--- config.mk ---
export PLATFORM = sky130hd
export DESIGN_NAME = dac_stream_ctrl
export DESIGN_NICKNAME = d
export VERILOG_FILES = /design/src/rtl/dac_pkg.sv /design/src/rtl/sync_fifo.sv /design/src/rtl/dac_stream_ctrl.sv
export SDC_FILE = /design/constraint.sdc
export NUM_CORES = 1
export LEC_CHECK = 0
export CAP_MARGIN = 20
export CORE_MARGIN = 8
export CORE_UTILIZATION = 40
export DETAILED_ROUTE_END_ITERATION = 10
export HOLD_SLACK_MARGIN = 0.05
export MAX_ROUTING_LAYER = met4
export PLACE_DENSITY_LB_ADDON = 0.2
export SLEW_MARGIN = 20
export SYNTH_ARGS = -nofsm -noshare
export SYNTH_HDL_FRONTEND = slang
export SYNTH_SLANG_ARGS = --single-unit
export TNS_END_PERCENT = 1
--- constraint.sdc ---
create_clock -name clk -period 4.8 [get_ports clk]
set_input_delay 0.96 -clock clk [delete_from_list [all_inputs] [get_ports clk]]
set_output_delay 0.96 -clock clk [all_outputs]
set_load 0.1 [all_outputs]
--- src/rtl/dac_pkg.sv ---
// Shared types and helpers for the DAC streaming controller.
package dac_pkg;

  typedef enum logic [1:0] {
    IDLE,
    RUN,
    STOP
  } state_t;

  localparam int UNDER_HOLD = 0;
  localparam int UNDER_MID  = 1;

  // True when phase lies in the DIV/2-wide write window that opens at wrt_ph, wrapping modulo div.
  function automatic logic in_wrt_window(input int phase, input int wrt_ph, input int div);
    int rel;
    rel = (phase - wrt_ph + div) % div;
    return (rel < (div / 2));
  endfunction

endpackage

--- src/rtl/sync_fifo.sv ---
// Single-clock FIFO with combinational head output and occupancy count.
module sync_fifo #(
  parameter int DATA_W = 14,
  parameter int DEPTH  = 4,
  localparam int AW    = $clog2(DEPTH)
) (
  input  logic              clk,
  input  logic              rst_n,
  input  logic              push,
  input  logic [DATA_W-1:0] din,
  input  logic              pop,
  output logic [DATA_W-1:0] dout,
  output logic [AW:0]       count,
  output logic              empty
);

  localparam logic [AW:0] FULL_CNT = (AW + 1)'(DEPTH);

  logic [DATA_W-1:0] mem [DEPTH];
  logic [AW-1:0]     wr_ptr;
  logic [AW-1:0]     rd_ptr;
  logic              full;
  logic              do_push;
  logic              do_pop;

  assign full    = (count == FULL_CNT);
  assign empty   = (count == '0);
  assign do_push = push && !full;
  assign do_pop  = pop && !empty;
  assign dout    = mem[rd_ptr];

  always_ff @(posedge clk) begin
    if (!rst_n) begin
      wr_ptr <= '0;
      rd_ptr <= '0;
      count  <= '0;
    end else begin
      if (do_push) wr_ptr <= wr_ptr + AW'(1);
      if (do_pop)  rd_ptr <= rd_ptr + AW'(1);
      count <= count + (AW + 1)'(do_push) - (AW + 1)'(do_pop);
    end
  end

  // Storage carries data only, so it is left out of reset.
  always_ff @(posedge clk) begin
    if (do_push) mem[wr_ptr] <= din;
  end

endmodule

--- src/rtl/dac_stream_ctrl.sv ---
// Streams FIFO-buffered samples to a parallel DAC, generating dac_clk/dac_wrt by dividing clk.
module dac_stream_ctrl
  import dac_pkg::*;
#(
  parameter int DATA_W     = 14,
  parameter int DIV        = 4,
  parameter int WRT_PH     = 1,
  parameter int DEPTH      = 4,
  parameter int OFFSET_BIN = 0,
  parameter int UNDER_MODE = 0
) (
  input  logic              clk,
  input  logic              rst_n,
  input  logic              en,
  input  logic [DATA_W-1:0] s_data,
  input  logic              s_valid,
  output logic              s_ready,
  output logic              dac_wrt,
  output logic              dac_clk,
  output logic [DATA_W-1:0] dac_data,
  output logic              running,
  output logic              underflow,
  output logic [15:0]       under_cnt
);

  localparam int          PW       = $clog2(DIV);
  localparam int          AW       = $clog2(DEPTH);
  localparam logic [PW-1:0] LAST_PH  = PW'(DIV - 1);
  localparam logic [PW-1:0] HALF_PH  = PW'(DIV / 2);
  localparam logic [AW:0]   FULL_CNT = (AW + 1)'(DEPTH);

  state_t                   state;
  state_t                   state_nx;
  logic [PW-1:0]            phase;
  logic [PW-1:0]            phase_nx;
  logic signed [DATA_W-1:0] cur;
  logic signed [DATA_W-1:0] cur_nx;
  logic [DATA_W-1:0]        fifo_dout;
  logic [AW:0]              fifo_count;
  logic                     fifo_empty;
  logic                     at_last;
  logic                     pop_slot;
  logic                     starved;

  function automatic logic [DATA_W-1:0] fmt_out(input logic signed [DATA_W-1:0] s);
    if (OFFSET_BIN != 0) return {~s[DATA_W-1], s[DATA_W-2:0]};
    return s;
  endfunction

  assign s_ready = rst_n && (fifo_count != FULL_CNT);

  sync_fifo #(
    .DATA_W(DATA_W),
    .DEPTH (DEPTH)
  ) u_fifo (
    .clk  (clk),
    .rst_n(rst_n),
    .push (s_valid && s_ready),
    .din  (s_data),
    .pop  (pop_slot),
    .dout (fifo_dout),
    .count(fifo_count),
    .empty(fifo_empty)
  );

  always_comb begin
    state_nx = state;
    case (state)
      IDLE:    if (en) state_nx = RUN;
      RUN:     if (!en) state_nx = STOP;
      STOP: begin
        if (en)           state_nx = RUN;
        else if (at_last) state_nx = IDLE;
      end
      default: state_nx = IDLE;
    endcase
  end

  assign at_last = (phase == LAST_PH);
  // A period that ends in IDLE has no phase 0 to show a new sample, so nothing is consumed.
  assign pop_slot = (state != IDLE) && at_last && (state_nx != IDLE);
  assign starved  = pop_slot && fifo_empty;

  always_comb begin
    phase_nx = '0;
    if (state != IDLE && state_nx != IDLE && !at_last) phase_nx = phase + PW'(1);
  end

  always_comb begin
    cur_nx = cur;
    if (pop_slot) begin
      if (!fifo_empty)                   cur_nx = fifo_dout;
      else if (UNDER_MODE == UNDER_MID)  cur_nx = '0;
    end
  end

  always_ff @(posedge clk) begin
    if (!rst_n) begin
      state     <= IDLE;
      phase     <= '0;
      cur       <= '0;
      running   <= 1'b0;
      dac_clk   <= 1'b0;
      dac_wrt   <= 1'b0;
      dac_data  <= '0;
      underflow <= 1'b0;
      under_cnt <= '0;
    end else begin
      state     <= state_nx;
      phase     <= phase_nx;
      cur       <= cur_nx;
      running   <= (state_nx != IDLE);
      // Outputs are computed from the next phase so each register lines up with the phase it reports.
      dac_clk   <= (state_nx != IDLE) && (phase_nx >= HALF_PH);
      dac_wrt   <= (state_nx != IDLE) && in_wrt_window(int'(phase_nx), WRT_PH, DIV);
      dac_data  <= (state_nx == IDLE) ? '0 : fmt_out(cur_nx);
      underflow <= starved;
      if (starved && under_cnt != 16'hFFFF) under_cnt <= under_cnt + 16'd1;
    end
  end

endmodule

==> summary.md, run 1 <==
| Metric | Value |
|---|---|
| Status | `completed` |
| Area share of the largest cell type after synthesis | `0.3673` |
| Core area | `11270 um^2` |
| VDD IR max | `0.3404 mV` |
| Worst EP required | `5.08 ns` |
| Clk_lat worst skew | `0.41 ns` |
| Global Route met3 Usage | `0.03881` |
| Die height | `123.0 um` |
| Placed cell area | `about 5200 um^2` |
| Fin nets | `443` |
| Inserted Clock Buffers | `17` |
| CTS clk-pin slew, worst paths | `approximately 0.060 ns` |
| # setup viols final | `0` |
| Cells on worst reg2reg path | `10` |
| Max Freq | `between 200 and 300 MHz` |
| Root Driver | `clkbuf_16` |
| CTS tree | `built` |
| Reg2Reg Setup Slack | `1.90 ns` |
| Die area | `15120 um^2` |
| Initial DRC count | `257` |
| Design area | `5867 um^2` |
| Arr. time, crit path | `between 3 and 4 ns` |
| Final wirelength | `between 9000 and 10000 um` |
| WS Path Type | `in -> reg` |
| Yosys warning count | `0` |
| Global-route usage over all layers | `0.1347` |
| Share of flip-flops with an asynchronous set or reset | `0` |
| Clock sink count | `117` |
| Max Fanout on Critical Path | `17` |
| Seq pwr share | `0.432` |
| Final Wtd Congestion | `0.7649` |
| PortBufs | `52` |
| GRT met1 Usage | `0.1675` |
| Post-synth EDFFs | `between 50 and 60` |
| Mean routed wirelength per cell | `roughly 16 um` |
| # IOs | `53` |
| Antenna Cells | `0` |
| Worst hold path endpoint | `cur[12]` |
| Placed insts | `539` |
| Part of the power in the clock network | `0.526` |
| R2R Path Start | `state[1]` |
| Synth unique cells | `45` |
| Drt via density | `5.130` |
| Maximum level of the CTS H-tree | `4` |
| Die width | `approximately 120 um` |
| FF+latch count, synth | `117` |
| Period utilisation layout | `0.7160` |
| Switch share | `0.2238` |
| Cts hold-fix bufs | `0` |
| Syn avg cell area | `12.82 um^2` |
| Setup crit end kind | `flip-flop` |
| First-pass GRT wire length | `15040 um` |
| # Max-Cap Violations | `0` |
| Initial cell density of the core | `0.4061` |
| Share of layout cells above drive strength 1 | `0.1355` |
| Final cell count without fillers | `571` |
| Final core occ | `0.5205` |
| Mapped cell area | `4578 um^2` |
| Largest cells by area after synthesis | `edfxtp_1 37%, dfxtp_1 27%, mux4_2 6.9%, nand2_1 4.0%, a211oi_1 3.3%` |
| Total power | `2.499 mW` |
| Routed vias | `2929` |
| Top Usage Layer GRT | `met2` |
| Worst Min Path Start | `cur[12]` |
| Worst slew pin tran | `0.9925 ns` |
| Max Slew Vio Count | `0` |
| # fillers | `988` |
| WHS Path Cells | `2` |
| Post_cts resized | `0` |
| Minimum hold slack | `~0.46 ns` |
| Hold WC Path Type | `reg -> reg` |
| Antenna-violating nets left | `0` |
| Largest net degree at the start of global routing | `48` |
| GR Overflow Total | `0` |
| Most frequent cell after synthesis | `dfxtp_1` |
| Clock buffer depth | `2` |
| P&R area growth vs syn | `28.15%` |
| Largest area contributor in the netlist | `edfxtp_1` |
| Initial antenna violation count | `0` |
| Post-DP HPWL | `6051 um` |
| Sequential share of the synthesized area | `0.6341` |
| Leak | `1.945 nW` |
| Clk_skew | `0.008636 ns` |
| Post-CTS Setup Bufs | `0` |
| Relative slew margins | `0.3363` |
| Combinational share of power | `0.043` |
| Met2 Use GR | `0.1995` |
| Switch Pwr | `0.5592 mW` |
| Commonest cells post-synth | `61 x dfxtp_1, 56 x edfxtp_1, 49 x nand2_1` |
| Setup TNS | `0 ns` |
| Syn Nets | `385` |
| RSZ-0062 raised after global routing | `false` |
| DP Worst Slack | `approximately 0.94 ns` |
| Main flop type after synthesis | `dfxtp_1` |
| Vias in the first global route | `2939` |
| Reg2Reg Capture Point | `u_fifo.count[2]` |
| Hold Vio Cnt, Final | `0` |
| Total iterations of the first detailed-routing run | `4` |
| DRC | `0` |
| Rows | `39` |
| P_int | `1.940 mW` |
| Pwr Density | `426.0 nW/um^2` |
| Minimum clock period | `3.437 ns` |
| Startpoint types | `primary input` |
| Final WS setup | `1.363 ns` |
| Post-Synthesis Cells | `357` |
==> routing by layer <==
layer  up-vias  share of wire  wire [um]
met2        75           0.47       4335
met4         0          0.014        131
met1      1398           0.47       4316
li1       1442              -          -
met3        14          0.049        453
met5         -              0          0
==> cell type report <==
class / instances / area (um^2) / share of cell area
Tap cell: 143 / 178.9 / 0.03050
Inverter: 17 / 63.81 / 0.01088
Sequential cell: 117 / 2903 / 0.4948
Timing Repair Buffer: 56 / 560.5 / 0.09554
Clock inverter: 15 / 192.7 / 0.03284
Clock buffer: 17 / 425.4 / 0.07251
Multi-Input combinational cell: 206 / 1543 / 0.2630
==> critical path, stage by stage <==
cell and delay, ns:
clkdlybuf4s50_1 0.46, and3b_1 0.21, o211ai_2 0.60, clkinv_1 0.14
buf_4 0.22, ha_1 0.28, inv_1 0.04, ha_1 0.19
fa_1 0.39, xnor2_1 0.16, nor2_1 0.05
==> power groups by stage <==
stage | clock [mW] | combinational [mW] | sequential (mW)
2_1_floorplan | 0 | 0.0575 | 1.11
3_3_place_gp | 0 | 0.105 | 1.10
3_5_place_dp | 0 | 0.108 | 1.10
4_1_cts | 1.34 | 0.108 | 1.08
5_1_grt | 1.39 | 0.117 | 1.08
6_report | 1.31 | 0.107 | 1.08
==> flip-flops by register name (all words and copies together) (netlist names), named ones only <==
name and cells:
dac_clk 1, cur 14, phase 2, dac_wrt 1
u_fifo.wr_ptr 2, state 2, under_cnt 16, underflow 1
u_fifo.rd_ptr 2, dac_data 14, u_fifo.count 3, u_fifo.mem 56
running 1
==> cells in the final DEF (no fill, tap or decap), drive strengths merged, types with 2 or more instances in the layout <==
cell / n
nand2: 49
buf: 5
a2111oi: 2
clkdlybuf4s50: 51
xnor2: 4
and4: 2
nor4: 7
edfxtp: 56
nand4: 2
mux4: 14
o31ai: 4
mux2i: 10
bufinv: 3
a21oi: 23
inv: 22
or4: 4
nor2: 10
o21ai: 3
clkinv: 6
ha: 9
o211ai: 2
nor3: 3
clkbuf: 17
a211oi: 21
nand3: 5
or3: 3
dfxtp: 61
nand2b: 11
and2: 6
==> logic make-up (layout without fill, tap and decap cells) <==
family / Yosys count / after routing / share of synthesized area
simple gates: 108 / 108 / 0.1214
buf+inv: 34 / 105 / 0.02897
fa+ha+maj: 10 / 10 / 0.02897
mux: 24 / 24 / 0.09074
flops: 117 / 117 / 0.6341
xor+xnor: 4 / 4 / 0.007652
compound gates: 60 / 60 / 0.08828
==> worst max-delay path by stage <==
stage,slack (ns),cells past startpoint,startpoint,end
floorplan,0.95,4,rst_n,s_ready
global placement,1.02,11,en,u_fifo.count[2]
detailed placement,0.94,11,en,u_fifo.count[2]
CTS,1.35,11,en,u_fifo.count[2]
global route,1.03,11,en,u_fifo.count[2]
finish,1.36,11,en,u_fifo.count[2]
Note: power is estimated with default switching activity, not from simulation.
==> run 2, diff against run 1 <==
==> constraint.sdc (replaced) <==
create_clock -name clk -period 3.37 [get_ports clk]
set_input_delay 0.674 -clock clk [delete_from_list [all_inputs] [get_ports clk]]
set_output_delay 0.674 -clock clk [all_outputs]
set_load 0.1 [all_outputs]
==> run 2 against run 1 <==
Routed wire length grew 0.12%. Sequential power grew 43%. Setup slack lost 0.51 ns. Highest routed layer unchanged.
==> summary.md, run 2 (synthesis gave the netlist of run 1 again) <==
| Metric | Value |
|---|---|
| Worst slew pin tran | `0.9688 ns (-0.02368 ns)` |
| DP Worst Slack | `0.5120 ns (-0.4260 ns)` |
| Max Freq | `397.1 MHz` |
| Slowest cell delay on critical path | `1.12 ns (+0.52 ns)` |
| # setup viols final | `0 (unchanged)` |
| CTS tree | `built` |
| PortBufs | `52 (unchanged)` |
| Final wirelength | `9248 um (+0.12%)` |
| Root Driver | `clkbuf_16` |
| Clock sink count | `117 (unchanged)` |
| R2R Path Start | `u_fifo.count[2]` |
| Mean routed wirelength per cell | `16.00 um (-1.1%)` |
| # Max-Cap Violations | `0 (unchanged)` |
| Most common cell after layout, fill and taps aside | `dfxtp_1` |
| Final WS setup | `0.8514 ns (-0.5120 ns)` |
| Total power | `3.326 mW (+33%)` |
| Largest Register | `u_fifo.mem` |
| Clock buffer depth | `2 (unchanged)` |
| Worst hold path endpoint | `cur[9]` |
| Met2 WL | `4454 um (+2.7%)` |
| Post-CTS Setup Bufs | `0 (unchanged)` |
| CP Cell Sequence | `clkdlybuf4s50_1` |
| Initial DRC count | `170 (-34%)` |
| Setup crit end kind | `output pin` |
| Rows | `39 (unchanged)` |
| Setup TNS | `0 ns (unchanged)` |
| Initial cell density of the core | `0.4061 (unchanged)` |
| Relative slew margins | `0.3521 (+0.01583)` |
| WS Path Type | `reg -> out` |
| Placed cell area | `5226 um^2 (-0.43%)` |
| Part of the power in the clock network | `0.491 (-0.035)` |
| WL met1 | `4229 um (-2.0%)` |
| Max Fanout on Critical Path | `1 (-16)` |
| Cells on worst reg2reg path | `9 (-1)` |
| Fin nets | `450 (+1.6%)` |
| Reg2Reg Capture Point | `u_fifo.count[2]` |
| Total iterations of the first detailed-routing run | `4 (unchanged)` |
| Hold WC Path Type | `reg -> reg` |
| Seq pwr share | `0.462 (+0.030)` |
| Die area | `15120 um^2 (unchanged)` |
| Worst EP required | `2.70 ns (-2.38 ns)` |
| VDD IR max | `0.5609 mV (+65%)` |
| RSZ-0062 raised after global routing | `false` |
| Post-DP HPWL | `6098 um (+0.77%)` |
| Drt via density | `5.118 (-0.23%)` |
| Initial antenna violation count | `0 (unchanged)` |
| Global-route usage over all layers | `0.1359 (+0.001224)` |
| Combinational share of power | `0.047 (+0.004)` |
| Period utilisation layout | `0.7474` |
| Switch share | `0.2363 (+0.01256)` |
| Top layer in use | `met4` |
| Routed vias | `2958 (+0.99%)` |
| CP Buf/Inv Count | `1 (-3)` |
| Die height | `123.0 um (unchanged)` |
| Max reg flops | `56 (unchanged)` |
| Clk_skew | `0.008857 ns (+0.0002211 ns)` |
| Antenna Cells | `0 (unchanged)` |
| Cell family with most CP delay | `buffers and inverters` |
| Worst Min Path Start | `cur[9]` |
| Startpoint types | `flip-flop` |
| Pwr Density | `576.8 nW/um^2 (+35%)` |
| Leak | `2.014 nW (+3.6%)` |
| Commonest non-fill, non-tap cells in the layout | `61 x dfxtp_1, 56 x edfxtp_1, 49 x nand2_1` |
| Clk_lat worst skew | `0.41 ns (about the same)` |
| Final Wtd Congestion | `0.8281 (+8.3%)` |
| Antenna-violating nets left | `0 (unchanged)` |
| Top flop regs | `u_fifo.mem x56, under_cnt x16` |
| P&R area growth vs syn | `25.96%` |
| # IOs | `53 (unchanged)` |
| CTS clk-pin slew, worst paths | `0.06 ns (about the same)` |
| Largest net degree at the start of global routing | `25 (-48%)` |
| Hold Vio Cnt, Final | `0 (unchanged)` |
| Routed wl met3 | `422 um (-6.8%)` |
| GR Overflow Total | `0 (unchanged)` |
| Post_cts resized | `0 (unchanged)` |
| P_int | `2.540 mW (+31%)` |
| DRC | `0 (unchanged)` |
| Share of layout cells above drive strength 1 | `0.2184 (+0.08288)` |
| Maximum level of the CTS H-tree | `4 (unchanged)` |
| Core area | `11270 um^2 (unchanged)` |
| Status | `completed` |
| Arr. time, crit path | `1.84 ns (-1.88 ns)` |
| Cts hold-fix bufs | `0 (unchanged)` |
| WHS Path Cells | `2 (unchanged)` |
| Max Slew Vio Count | `0 (unchanged)` |
| First-pass GRT wire length | `15300 um (+1.7%)` |
| Max stage delay cell, worst path | `clkdlybuf4s50_1` |
| Minimum clock period | `2.519 ns` |
| # fillers | `964 (-2.4%)` |
| Die width | `123.0 um (unchanged)` |
| Design area | `5767 um^2 (-1.7%)` |
| Inserted Clock Buffers | `17 (unchanged)` |
| Vias in the first global route | `3006 (+2.3%)` |
| Reg2Reg Setup Slack | `1.19 ns (-0.71 ns)` |
| Switch Pwr | `0.7861 mW (+41%)` |
==> run 2: changes by cell type in the layout (fill, tap and decap cells not counted) <==
cell	change
buf_4	+37
clkinv_4	-3
clkdlybuf4s50_1	-30
inv_4	+4
bufinv_16	-3
inv_6	+1
clkinv_2	+1
==> run 2: layout make-up <==
cell class,instances,area (um^2),share of cell area
sequential,117,2903,0.5034
clock buffer,17,425.4,0.07377
inverter,17,63.81,0.01107
clock inverter,15,115.1,0.01996
multi-input combinational,206,1543,0.2675
timing repair buffer,63,538.0,0.09330
tap,143,178.9,0.03103
==> run 2: per-layer routing <==
metal,track usage,vias up
li1,-,1456
met1,0.1600,1420
met2,0.2130,69
met3,0.04064,13
met4,0.05869,0
met5,-,-
==> run 2: worst min-delay path: stages, from the launching register on <==
cell     delay (ns)
dfxtp_1        0.30
nand2_1        0.06
a21oi_1        0.06
==> run 2: worst max path at each step <==
stage | cells past startpoint | startpoint | end
2_1_floorplan | 4 | rst_n | s_ready
3_3_place_gp | 10 | en | u_fifo.count[2]
3_5_place_dp | 10 | en | u_fifo.count[2]
4_1_cts | 1 | dac_data[3] | dac_data[3]
5_1_grt | 1 | dac_data[3] | dac_data[3]
6_report | 1 | dac_data[5] | dac_data[5]
==> run 2: stage by stage <==
stage,instances,utilization,hold slack (ns)
finish,578,0.5116,0.4628
global route,578,0.5116,0.4845
CTS,578,0.5116,0.4655
detailed placement,546,0.4636,0.4573
global placement,546,0.4636,0.4502
floorplan,357,-,0.4447
==> run 2: power by group through the flow <==
| stage | combinational, mW | clock (mW) | sequential [mW] |
|---|---|---|---|
| 6_report | 0.157 | 1.63 | 1.54 |
| 5_1_grt | 0.172 | 1.73 | 1.54 |
| 4_1_cts | 0.160 | 1.67 | 1.54 |
| 3_5_place_dp | 0.159 | 0 | 1.57 |
| 3_3_place_gp | 0.156 | 0 | 1.56 |
| 2_1_floorplan | 0.0819 | 0 | 1.58 |
==> edit, RTL diff (settings of run 2) <==
Set the parameter `OFFSET_BIN` to 1 (it was 0).
--- a/src/rtl/dac_stream_ctrl.sv
+++ b/src/rtl/dac_stream_ctrl.sv
@@ -7,5 +7,5 @@
   parameter int WRT_PH     = 1,
   parameter int DEPTH      = 4,
-  parameter int OFFSET_BIN = 0,
+  parameter int OFFSET_BIN = 1,
   parameter int UNDER_MODE = 0
 ) (
Check against the original RTL: not equivalent (Yosys sat finds a counterexample within 4 cycles, from zero or initial values and one cycle with rst_n low).
==> edit against run 2 <==
Total power is 4.4% higher; synthesized area is 0.14% higher; worst setup slack worse by 0.14 ns; clock skew shrank 0.0047 ns; wire length down 2.8%; global-route usage is 0.25 points lower; register-to-register slack worse by 0.17 ns; sequential cell count unchanged; cell area up 1.2%.
==> edit: results (changes against run 2) <==
Parameter                              Value

Outcome
  Status    complete, no violations

Routing
  Routed wire length per instance    15.6 um (-2.3%)
  Metal2 WL    4.37 mm (-1.8%)
  Met3 routed WL    465 um (+10%)
  Met1 routed wirelength after detailed routing    3.98 mm (-6.0%)
  Wire length reported by the detailed router    8.99 mm (-2.8%)
  Number of DRC violations after detailed-routing iteration 0    141 (-17%)
  Detailed-route vias per instance    5.18 (+1.3%)

Critical path
  Register-to-register path setup slack    1.02 ns (-0.17 ns)
  Critical register-to-register path startpoint    state[1]$_SDFF_PN0_
  CP peak stage delay    0.47 ns (-0.65 ns)
  CP Data Arrival Time    2.93 ns (+1.09 ns)

Finish
  Fillers    982 (+1.9%)
  Share of cells above drive strength 1    19.2% (-2.6 points)
  Proportion of cell area occupied by multi-input gates    26.7% (about the same)
  Signal buffers share of area    9.39% (+0.057 points)
  Design area    0.00584 sq mm (+1.2%)
  Non-clock inverters    15 (-2)
  Final layout net count    447 (-0.67%)
  Clock Buffer Count    19 (+2)
  Number of ordinary and repair buffers in the finished layout    62 (-1.6%)

Yosys
  Synth cell count leaders    dfxtp_1 (61), edfxtp_1 (56), nand2_1 (46)
  Gate count after technology mapping    354 (-0.84%)
  Share of the yosys chip area belonging to registers    63.3% (-0.087 points)
  Xor-xnor portion of the synthesized cell area    0.764% (-0.0010 points)
  Count of unique library cells instantiated by Yosys    46 (+2.2%)
  Post-Syn Nets    382 (-0.78%)
  Post-Synth Adder-Cell Area    2.89% (-0.0040 points)

GRT
  Largest net degree at the start of global routing    46 (+84%)
  Wire length of the first global-routing pass    14.9 mm (-2.4%)
  All-Layer GR Usage    13.3% (-0.25 points)
  Number of global-route vias before repair    2975 (-1.0%)
  Global routing usage on met3    4.43% (+0.37 points)
  Met2 track demand over resource in global routing    21.1% (-0.24 points)

Power and ir drop
  Total leakage power    2.03 nW (+0.77%)
  Max IR drop VDD    0.000339 V (-39%)

Worst hold path
  Min-delay src    cur[8]$_SDFF_PN0_

Placement
  Sum of net half-perimeters after detailed placement    6.01 mm (-1.5%)
  Final GP Congestion    0.794 (-4.1%)
  Worst setup timing slack at the placement stage    0.272 ns (-0.240 ns)
  Area after DPL    0.00525 sq mm (+0.38%)

Floorplanning
  Floorplan row count    39 (unchanged)

STA
  Crit share post-route    79.0% (+4.2 points)
  Clock skew after layout    0.00416 ns (-0.00469 ns)
  Hold WS    0.465 ns (+0.00194 ns)
  Worst slew margin    34.0% (-1.2 points)
[edit: changes by cell type after synthesis, moves of 2 or more]
cell / before / now
nand2_1: 49 / 46
a211oi_1: 20 / 18
and2_1: 6 / 8
inv_1: 16 / 14
nor4_1: 6 / 4
o211a_1: 0 / 2
o41ai_1: 0 / 2
or4_1: 4 / 6
[edit: path summary, 6_finish.rpt]
kind	endpoint	cells past startpoint
setup / recovery	u_fifo.count[2]$_SDFF_PN0_	11
hold / removal	cur[8]$_SDFF_PN0_	2
setup reg to reg	u_fifo.count[2]$_SDFF_PN0_	10
hold reg to reg	cur[8]$_SDFF_PN0_	2
[edit: power by group]
part / leakage [nW] / switching (mW) / internal, mW
logic: 0.744 / 0.100 / 0.0638
registers: 1.00 / 0.0130 / 1.52
clock network: 0.284 / 0.616 / 1.16
total: 2.03 / 0.729 / 2.75
